--- src/rtl/frame_sequencer_if.sv ---
// rtl/frame_sequencer_if.sv - handshake/bus bundle between frame_sequencer and its neighbours
//
// Purpose: groups the client-FIFO read side, the line tick/enable controls and
// the presented-position/payload outputs of frame_sequencer into one interface.
//
// Signals:
//   enable          level, start framing / request stop
//   tick            line byte-slot strobe
//   fifo_empty      client FIFO empty
//   fifo_data[7:0]  client FIFO read data, valid the cycle after fifo_rd_en
//   fifo_rd_en      client FIFO read strobe
//   row_cnt[1:0]    row of presented byte
//   col_cnt[10:0]   column of presented byte
//   pyld_data[7:0]  payload byte (0 when not valid)
//   pyld_data_valid payload byte valid
//   step            one-cycle pulse, outputs moved to a new position
//   frame_start     pulse with step at position (0,0)
//   underrun        pulse with step when a payload slot had no data
//   underrun_cnt    saturating underrun count
//   busy            sequencer not idle
//
// Modports: master = environment side (drives controls and FIFO data),
//           slave  = frame_sequencer side.

interface frame_sequencer_if #(
  parameter int UNDR_W = 16
);
  logic              enable;
  logic              tick;
  logic              fifo_empty;
  logic [7:0]        fifo_data;
  logic              fifo_rd_en;
  logic [1:0]        row_cnt;
  logic [10:0]       col_cnt;
  logic [7:0]        pyld_data;
  logic              pyld_data_valid;
  logic              step;
  logic              frame_start;
  logic              underrun;
  logic [UNDR_W-1:0] underrun_cnt;
  logic              busy;

  modport master (
    output enable, tick, fifo_empty, fifo_data,
    input  fifo_rd_en, row_cnt, col_cnt, pyld_data, pyld_data_valid,
    input  step, frame_start, underrun, underrun_cnt, busy
  );

  modport slave (
    input  enable, tick, fifo_empty, fifo_data,
    output fifo_rd_en, row_cnt, col_cnt, pyld_data, pyld_data_valid,
    output step, frame_start, underrun, underrun_cnt, busy
  );
endinterface

--- src/rtl/frame_sequencer.sv ---
// rtl/frame_sequencer.sv - row/column sequencer and payload puller for a 4-row line frame
//
// Purpose: walks every byte position of a NUM_ROWS x NUM_COLS frame, one
// position per accepted line tick, reads the client FIFO only in payload
// columns, and presents position plus payload one cycle after the tick.
// Starts framing on enable; on enable low it finishes the current frame
// before going idle. Counts payload underruns with saturation.
//
// Ports:
//   clk  clock
//   rst  asynchronous active-high reset
//   bus  frame_sequencer_if.slave (controls, FIFO read side, presented outputs)

module frame_sequencer #(
  parameter int NUM_ROWS  = 4,
  parameter int NUM_COLS  = 1041,
  parameter int OH_COLS   = 16,
  parameter int STUFF_COL = 1040,
  parameter int UNDR_W    = 16
) (
  input  logic           clk,
  input  logic           rst,
  frame_sequencer_if.slave bus
);

  localparam int ROW_W = 2;
  localparam int COL_W = 11;

  localparam logic [1:0] ST_IDLE   = 2'd0;
  localparam logic [1:0] ST_RUN    = 2'd1;
  localparam logic [1:0] ST_FINISH = 2'd2;

  localparam logic [ROW_W-1:0] ROW_LAST   = ROW_W'(NUM_ROWS - 1);
  localparam logic [COL_W-1:0] COL_LAST   = COL_W'(NUM_COLS - 1);
  localparam logic [COL_W-1:0] COL_PY_LO  = COL_W'(OH_COLS);
  localparam logic [COL_W-1:0] COL_STUFF  = COL_W'(STUFF_COL);

  logic [1:0]        state;
  logic [1:0]        state_nxt;
  logic [ROW_W-1:0]  row;
  logic [COL_W-1:0]  col;

  logic              active;
  logic              accepted;
  logic              is_payload;
  logic              rd_issue;
  logic              at_col_end;
  logic              at_last;

  // Presented (stage-1) registers
  logic [ROW_W-1:0]  row_q;
  logic [COL_W-1:0]  col_q;
  logic              valid_q;
  logic              step_q;
  logic              frame_start_q;
  logic              underrun_q;
  logic [7:0]        data_hold;
  logic [7:0]        pyld_now;
  logic [UNDR_W-1:0] undr_cnt;

  assign active     = (state == ST_RUN) || (state == ST_FINISH);
  assign accepted   = active && bus.tick;
  assign is_payload = (col >= COL_PY_LO) && (col < COL_STUFF);
  assign at_col_end = (col == COL_LAST);
  assign at_last    = at_col_end && (row == ROW_LAST);

  // Gated by rst so no read strobe escapes while reset is being applied.
  assign rd_issue       = accepted && is_payload && !bus.fifo_empty && !rst;
  assign bus.fifo_rd_en = rd_issue;

  // Leaving RUN/FINISH happens only on the tick that processes the final
  // position with enable low, so a frame is never cut short.
  always_comb begin
    state_nxt = state;
    case (state)
      ST_IDLE: begin
        if (bus.enable) state_nxt = ST_RUN;
      end
      ST_RUN, ST_FINISH: begin
        if (bus.enable)              state_nxt = ST_RUN;
        else if (accepted && at_last) state_nxt = ST_IDLE;
        else                          state_nxt = ST_FINISH;
      end
      default: state_nxt = ST_IDLE;
    endcase
  end

  always_ff @(posedge clk or posedge rst) begin
    if (rst) begin
      state <= ST_IDLE;
    end else begin
      state <= state_nxt;
    end
  end

  // Stage 0: position counter. The final position wraps to (0,0), so an idle
  // sequencer always restarts at the frame origin.
  always_ff @(posedge clk or posedge rst) begin
    if (rst) begin
      row <= '0;
      col <= '0;
    end else if (state == ST_IDLE) begin
      row <= '0;
      col <= '0;
    end else if (accepted) begin
      if (at_col_end) begin
        col <= '0;
        row <= (row == ROW_LAST) ? '0 : row + 1'b1;
      end else begin
        col <= col + 1'b1;
      end
    end
  end

  // Stage 1: the position of the accepted tick is registered at the tick's
  // edge, so it appears together with step on the following cycle.
  always_ff @(posedge clk or posedge rst) begin
    if (rst) begin
      row_q         <= '0;
      col_q         <= '0;
      valid_q       <= 1'b0;
      step_q        <= 1'b0;
      frame_start_q <= 1'b0;
      underrun_q    <= 1'b0;
      undr_cnt      <= '0;
    end else begin
      step_q        <= accepted;
      frame_start_q <= accepted && (row == '0) && (col == '0);
      underrun_q    <= accepted && is_payload && !rd_issue;
      if (accepted) begin
        row_q   <= row;
        col_q   <= col;
        valid_q <= rd_issue;
      end
      // Counted at the same edge that raises underrun so both are seen together.
      if (accepted && is_payload && !rd_issue && (undr_cnt != {UNDR_W{1'b1}})) begin
        undr_cnt <= undr_cnt + 1'b1;
      end
    end
  end

  // FIFO data only arrives in the step cycle, so it is passed through then and
  // captured into data_hold to keep the byte stable until the next step.
  assign pyld_now = valid_q ? bus.fifo_data : 8'd0;

  always_ff @(posedge clk or posedge rst) begin
    if (rst) begin
      data_hold <= 8'd0;
    end else if (step_q) begin
      data_hold <= pyld_now;
    end
  end

  assign bus.row_cnt         = row_q;
  assign bus.col_cnt         = col_q;
  assign bus.pyld_data_valid = valid_q;
  assign bus.pyld_data       = step_q ? pyld_now : data_hold;
  assign bus.step            = step_q;
  assign bus.frame_start     = frame_start_q;
  assign bus.underrun        = underrun_q;
  assign bus.underrun_cnt    = undr_cnt;
  assign bus.busy            = active;

endmodule

--- src/flat_wrapper.sv ---
// flat-port wrapper written by rule: the top's interface ports become plain ports
module frame_sequencer_flat 
#(
  parameter int NUM_ROWS  = 4,
  parameter int NUM_COLS  = 1041,
  parameter int OH_COLS   = 16,
  parameter int STUFF_COL = 1040,
  parameter int UNDR_W    = 16
)
  (clk, rst, bus_enable, bus_tick, bus_fifo_empty, bus_fifo_data, bus_fifo_rd_en, bus_row_cnt, bus_col_cnt, bus_pyld_data, bus_pyld_data_valid, bus_step, bus_frame_start, bus_underrun, bus_underrun_cnt, bus_busy);
  frame_sequencer_if #(.UNDR_W(UNDR_W)) bus_i ();
  input  logic clk;
  input  logic rst;
  input wire logic [$bits(bus_i.enable)-1:0] bus_enable;
  input wire logic [$bits(bus_i.tick)-1:0] bus_tick;
  input wire logic [$bits(bus_i.fifo_empty)-1:0] bus_fifo_empty;
  input wire logic [$bits(bus_i.fifo_data)-1:0] bus_fifo_data;
  output wire logic [$bits(bus_i.fifo_rd_en)-1:0] bus_fifo_rd_en;
  output wire logic [$bits(bus_i.row_cnt)-1:0] bus_row_cnt;
  output wire logic [$bits(bus_i.col_cnt)-1:0] bus_col_cnt;
  output wire logic [$bits(bus_i.pyld_data)-1:0] bus_pyld_data;
  output wire logic [$bits(bus_i.pyld_data_valid)-1:0] bus_pyld_data_valid;
  output wire logic [$bits(bus_i.step)-1:0] bus_step;
  output wire logic [$bits(bus_i.frame_start)-1:0] bus_frame_start;
  output wire logic [$bits(bus_i.underrun)-1:0] bus_underrun;
  output wire logic [$bits(bus_i.underrun_cnt)-1:0] bus_underrun_cnt;
  output wire logic [$bits(bus_i.busy)-1:0] bus_busy;
  assign bus_i.enable = bus_enable;
  assign bus_i.tick = bus_tick;
  assign bus_i.fifo_empty = bus_fifo_empty;
  assign bus_i.fifo_data = bus_fifo_data;
  assign bus_fifo_rd_en = bus_i.fifo_rd_en;
  assign bus_row_cnt = bus_i.row_cnt;
  assign bus_col_cnt = bus_i.col_cnt;
  assign bus_pyld_data = bus_i.pyld_data;
  assign bus_pyld_data_valid = bus_i.pyld_data_valid;
  assign bus_step = bus_i.step;
  assign bus_frame_start = bus_i.frame_start;
  assign bus_underrun = bus_i.underrun;
  assign bus_underrun_cnt = bus_i.underrun_cnt;
  assign bus_busy = bus_i.busy;
  frame_sequencer #(.NUM_ROWS(NUM_ROWS), .NUM_COLS(NUM_COLS), .OH_COLS(OH_COLS), .STUFF_COL(STUFF_COL), .UNDR_W(UNDR_W)) u_core (.clk(clk), .rst(rst), .bus(bus_i));
endmodule
--- config.mk ---
export PLATFORM = sky130hd
export DESIGN_NAME = frame_sequencer_flat
export DESIGN_NICKNAME = d
export VERILOG_FILES = /design/src/rtl/frame_sequencer_if.sv /design/src/rtl/frame_sequencer.sv /design/src/flat_wrapper.sv
export SDC_FILE = /design/constraint.sdc
export NUM_CORES = 1
export LEC_CHECK = 0
export CAP_MARGIN = 20
export CORE_UTILIZATION = 32
export DETAILED_ROUTE_END_ITERATION = 8
export SETUP_SLACK_MARGIN = 0.2
export SYNTH_ARGS = -nofsm -noshare
export SYNTH_HDL_FRONTEND = slang
export SYNTH_SLANG_ARGS = --single-unit
--- constraint.sdc ---
create_clock -name clk -period 2.8 [get_ports clk]
set_input_delay 0.28 -clock clk [delete_from_list [all_inputs] [get_ports clk]]
set_output_delay 0.28 -clock clk [all_outputs]
set_load 0.01 [all_outputs]
Word level (Yosys, flattened, before mapping)
Index checks and enable logic that the tools add are counted.
{"block": "totals", "reg_bits": 56, "out_inout_bits": 43, "inputBits": 13, "word_cells": 57}
{"block": "classes", "eq_ne": 6, "mux": 13, "order_cmp": 2, "reduce_logical": 22, "add_sub_neg": 3}
{"cell": "11-bit two-way mux", "count": 3}
{"cell": "16-bit by 1-bit adder with 16-bit output (second input constant)", "count": 1}
{"cell": "8-bit two-way mux", "count": 2}
{"cell": "16-bit != test (second input constant)", "count": 1}
{"cell": "2-bit two-way mux", "count": 7}
{"cell": "11-bit by 1-bit adder with 11-bit output (second input constant)", "count": 1}
{"cell": "11-bit equality test (second input constant)", "count": 1}
{"cell": "11-bit by 5-bit >= comparator with 1-bit output (second input constant)", "count": 1}
{"cell": "1-bit logical AND", "count": 11}
{"cell": "11-bit zero test", "count": 1}
{"cell": "11-bit less-than comparator (second input constant)", "count": 1}
{"cell": "2-bit equality test (second input constant)", "count": 2}
{"cell": "2-bit zero test", "count": 2}
{"cell": "2-bit one-hot mux with 2 select lines", "count": 1}
{"cell": "2-bit nonzero test", "count": 2}
{"cell": "1-bit zero test", "count": 3}
{"cell": "2-bit by 1-bit adder with 2-bit output (second input constant)", "count": 1}
{"cell": "2-bit by 1-bit equality test with 1-bit output (second input constant)", "count": 1}
{"cell": "2-bit != test (second input constant)", "count": 1}
{"cell": "2-bit AND reduction", "count": 1}
{"cell": "2-bit OR reduction", "count": 1}
{"cell": "1-bit logical OR", "count": 1}

Logic depth before layout (Yosys ltp)
Gate-level depths: netlist of the first run.
{"block": "depth", "depth_word": 9, "ltp_mapped": 9, "depth_no_buf": 8}

Worst setup path after synthesis of the first run
Ideal clock, no wire load.
{"block": "synth_path", "path_kind": "reg2reg", "from": "register u_core.state[0]", "to": "register u_core.undr_cnt[1] (netlist: u_core.bus.underrun_cnt[1])", "stages_incl_launch_ff": 8, "setup_slack_ns": 0.607, "synth_period_minus_slack_ns": 2.193, "setup_time_ns": 0.125, "arrival_ns": 2.068, "required_time_ns": 2.675, "n_path_buf": 1, "cell_sequence": "dfrtp_1 -> inv_1 -> ha_1 -> nand2_1 -> or4b_1 -> buf_6 -> nor2_1 -> mux2_2"}
{"block": "synth_between", "elab_chain_cells": 9, "elab_cells_between_ends": 10, "classes_between": "2 x eq/ne; 8 x reduce/logical"}
{"element": "start, declared", "line_no": "frame_sequencer.sv:38", "source": "logic [1:0] state;"}
{"element": "start signal, assigned", "line_no": "frame_sequencer.sv:92", "source": "state <= state_nxt;"}
{"element": "2-bit by 1-bit equality test with 1-bit output or 2-bit equality test (tied branches)", "line_no": "frame_sequencer.sv:61", "source": "assign active = (state == ST_RUN) || (state == ST_FINISH);"}
{"element": "1-bit logical OR (*)", "line_no": "frame_sequencer.sv:61"}
{"element": "via bus_busy", "line_no": "flat_wrapper.sv:27", "source": "output wire logic [$bits(bus_i.busy)-1:0] bus_busy;"}
{"element": "1-bit logical AND (*)", "line_no": "frame_sequencer.sv:62", "source": "assign accepted = active && bus.tick;"}
{"element": "1-bit logical AND (*)", "line_no": "frame_sequencer.sv:68, frame_sequencer.sv:136"}
{"element": "1-bit logical AND (2 in a row)", "line_no": "frame_sequencer.sv:68", "source": "assign rd_issue = accepted && is_payload && !bus.fifo_empty && !rst;"}
{"element": "1-bit zero test", "line_no": "frame_sequencer.sv:136", "source": "if (accepted && is_payload && !rd_issue && (undr_cnt != {UNDR_W{1'b1}})) begin"}
{"element": "1-bit logical AND (*) (2 in a row)", "line_no": "frame_sequencer.sv:136"}
{"element": "end signal, assigned", "line_no": "frame_sequencer.sv:137", "source": "undr_cnt <= undr_cnt + 1'b1;"}
{"element": "end, declared", "line_no": "frame_sequencer.sv:59", "source": "logic [UNDR_W-1:0] undr_cnt;"}
The timed path passes the listed nets; every way through them passes the cells marked *.
A chain may end at the register's enable or synchronous reset.

Worst setup path after layout of the first run
{"block": "layout_path", "from": "register u_core.state[0]", "to": "output port bus_fifo_rd_en"}
{"block": "layout_between", "elab_chain_cells": 6, "elab_cells_between_ends": 7, "classes_between": "2 x eq/ne; 5 x reduce/logical"}
{"element": "2-bit by 1-bit equality test with 1-bit output or 2-bit equality test (tied branches)", "line_no": "frame_sequencer.sv:61"}
{"element": "1-bit logical OR (*)", "line_no": "frame_sequencer.sv:61"}
{"element": "1-bit logical AND (*)", "line_no": "frame_sequencer.sv:62"}
{"element": "1-bit logical AND (*) (3 in a row)", "line_no": "frame_sequencer.sv:68"}
{"element": "end, declared", "line_no": "flat_wrapper.sv:18", "source": "output wire logic [$bits(bus_i.fifo_rd_en)-1:0] bus_fifo_rd_en;"}
Mark *: on every way between the ends. The rest lies on a longest branch, timed or not.

==> results.cfg, run 1 <==
[grt]
overflow = 0
track_usage = 0.137
antenna_found_initial = 0
grt_first_pass_wirelength_microns = 9340
grt_pass1_vias = 2037
grt_max_degree = 57

[critical_path]
worstSetupEndpointType = primary output
crit_buf_inv = 3
slowest_stage = clkdlybuf4s50_1
path_cells = inv_1 > ha_4 > nand2_2 > buf_4 > and4bb_2 > clkdlybuf4s50_1
critPathArrivalTime_ns = 2.18
critPathMaxFanout = 10
crit_family = buffers and inverters
path_class = reg -> out
critPathMaxStageDelay_ns = 0.54
required_ns = 2.52
critPathLaunchType = flip-flop

[routing]
routedWlPerCell_microns = 12.8
drt_first_pass_iters = 4
vias = 2027
antenna_left = 0
viasPerCell = 4.75
drc_errors = 0
first_iter_violations = 85
routed_wl_microns = 5460

[die]
die_x_microns = 93.2
die_y_microns = 93.2
io_pins = 56
die-area_sq_um = 8690
rows = 32
coreArea_sq_um = 7890
initial_core_util = 0.338

[yosys]
synthCells = 263
synth-seq-area-share = 0.526
synth_xor_area_frac = 0.0691
synth_nets = 283
synthTopCellsByArea = dfrtp_1, nand2_1, xor2_1, ha_1, o21ai_0
synth_top_family_by_area = simple AND/OR/NAND/NOR gates
yosys.area.top_type = dfrtp_1
netlist_area_sq_um = 2660
synth-seq-cells = 56
muxShareOfSynthArea = 0.00846
synth_top_area_share = 0.526
synth-adder-area-share = 0.0329
synth_compound_area_frac = 0.0653
yosys_warnings = 0
postSynthAreaPerCell_sq_um = 10.1
yosys.area_share.simple = 0.248
ys_types = 38

[final_layout]
diodes = 0
fin_nets = 344
final_util = 0.439
fillCellCount = 765
drive_gt1_frac = 0.102
stdcell_area_sq_um = 3460
syn2layout_area_growth_pct = 30.1

[clock_tree]
root_buffer = clkbuf_8
worstSkewPairLatency_ns = 0.31
numClockSinks = 56
ctsHoldBuffers = 0
cts-buffers-inserted = 5
cts_tree = yes
clk_transition_reported_paths_ns = 0.09
postCtsSetupBuffers = 0
clk_path_buf_depth = 2
htreeDepth = 2
cts_resized = 0

[timing]
min_period_over_period = 0.877
relSlewSlack = 0.778
fmax_ghz = 0.407
rsz0062_at_grt = false
setup_viol = 0
fin_worst_skew_ns = 0.00783
hold_viol_final = 0
tns_ns = 0
finalMaxSlewViolations = 0
worst_pin_slew_ns = 0.330
fin_crit_ns = 2.46

[run_status]
outcome = finished clean

[placement]
port_buffers = 55
place.gp.congestion = 0.767
hpwl_microns = 4060
placed_cell_area_sq_um = 3360

[min_path]
min_path_type = in -> async

[pwr]
power_leakage_nw = 1.60
vdd_drop_max_mv = 0.255
powerDensity_nw_per_um2 = 535

[flow_run]
maxCapViolCount = 0
tightest hold or removal path, stage by stage:
cell             delay [ns]
clkdlybuf4s50_1        0.43
inv_2                  0.08
buf_12                 0.28
layout make-up:
| type | instances | area [sq um] | area share |
|---|---|---|---|
| multi-input combinational | 178 | 1140 | 0.330 |
| tap | 102 | 128 | 0.0368 |
| inverter | 19 | 71.3 | 0.0206 |
| clock buffer | 8 | 90.1 | 0.0260 |
| sequential | 56 | 1400 | 0.404 |
| timing repair buffer | 64 | 631 | 0.182 |
power breakdown:
group / switching (W) / total (W) / internal (W) / leakage [nW]
logic: 0.000273 / 0.000492 / 0.000220 / 0.784
clock network: 0.000248 / 0.000450 / 0.000202 / 0.0455
registers: 0.0000460 / 0.000912 / 0.000866 / 0.774
flip-flops by register name, summed over array words and instances (netlist names):
signal                      cells
u_core.state                    2
u_core.col                     11
u_core.bus.col_cnt             11
u_core.bus.pyld_data_valid      1
u_core.bus.row_cnt              2
u_core.row                      2
u_core.bus.frame_start          1
u_core.data_hold                8
u_core.bus.underrun             1
u_core.bus.step                 1
u_core.bus.underrun_cnt        16
per-layer routing:
metal	track usage	part of all wire
met5	0	0
met4	0.0462	0.015
met3	0.0325	0.053
met2	0.233	0.50
met1	0.169	0.44
through the flow:
stage                     hold WS [ns]  cells  setup WS, ns  total power, W
after floorplan                  0.432    263         0.607         0.00119
after global placement           0.468    419         0.517         0.00140
after detailed placement         0.464    419         0.468         0.00141
after CTS                        0.392    427         0.218         0.00186
after global routing             0.402    427         0.229         0.00198
final                            0.379    427         0.344         0.00185
cell usage after synthesis:
master / n
buf_12: 1
nand3b_1: 2
dfrtp_1: 56
nor2_1: 16
and3_1: 5
nand3_1: 12
clkbuf_1: 8
nor3b_1: 1
and4_1: 1
nor4_2: 2
ha_1: 7
nand4_1: 5
and2_1: 4
o21ai_0: 17
xnor2_1: 1
and4b_2: 1
clkinv_1: 1
nand2_1: 50
a22o_1: 1
o2111a_1: 1
nor2b_1: 1
nor4b_2: 2
nor3b_2: 2
inv_1: 18
and4bb_2: 1
nor4_1: 2
buf_6: 1
o211ai_1: 2
a21oi_1: 6
mux2_2: 2
or4b_1: 1
nor4b_1: 1
a21o_1: 2
nor3_2: 3
o2111ai_1: 1
nor3_1: 4
nor4_4: 2
xor2_1: 20
cells by family after synthesis:
| kind of cell | after synthesis |
|---|---|
| adder cells (fa/ha/maj) | 7 |
| buffers and inverters | 29 |
| multiplexers | 2 |
| XOR/XNOR | 21 |
| AND/OR/NAND/NOR | 118 |
| AO/OA/AOI/OAI | 30 |
| flip-flops | 56 |
final timing paths:
| check | from | slack [ns] | cells past startpoint | to |
|---|---|---|---|---|
| worst max register to register | u_core.col[7] | 0.44 | 5 | u_core.bus.underrun_cnt[1] |
| worst min register to register | u_core.bus.col_cnt[3] | 0.48 | 2 | u_core.bus.col_cnt[3] |
| max in group asynchronous | rst | 2.18 | 3 | u_core.bus.col_cnt[6] |
| worst max-delay path | u_core.state[0] | 0.34 | 6 | bus_fifo_rd_en |
| worst min-delay path | rst | 0.38 | 3 | u_core.bus.underrun_cnt[15] |
| min in group clk | u_core.bus.col_cnt[3] | 0.48 | 2 | u_core.bus.col_cnt[3] |
placed cells by master, fill, tap and decap left out, types with 3 or more instances in the layout:
cell and n:
nor3_1 4, o21ai_0 17, nor2_1 16, nand2_1 49, and2_1 4, and3_1 5, buf_4 8, inv_1 17
nand3_1 12, clkbuf_8 6, xor2_1 20, dfrtp_1 56, a21oi_1 6, clkdlybuf4s50_1 55, nor3_2 3, ha_1 6
nand4_1 5
(Power assumes the default switching activity.)
==> run 2: changes to the inputs <==
--- a/config.mk
+++ b/config.mk
@@ -5,6 +5,7 @@
 export SDC_FILE = /design/constraint.sdc
 export NUM_CORES = 1
 export LEC_CHECK = 0
+export ABC_CLOCK_PERIOD_IN_PS = 2800
 export CAP_MARGIN = 20
 export CORE_UTILIZATION = 32
 export DETAILED_ROUTE_END_ITERATION = 8
==> results of run 2 <==
Final layout, timing and power as in run 1 (identical DEF).
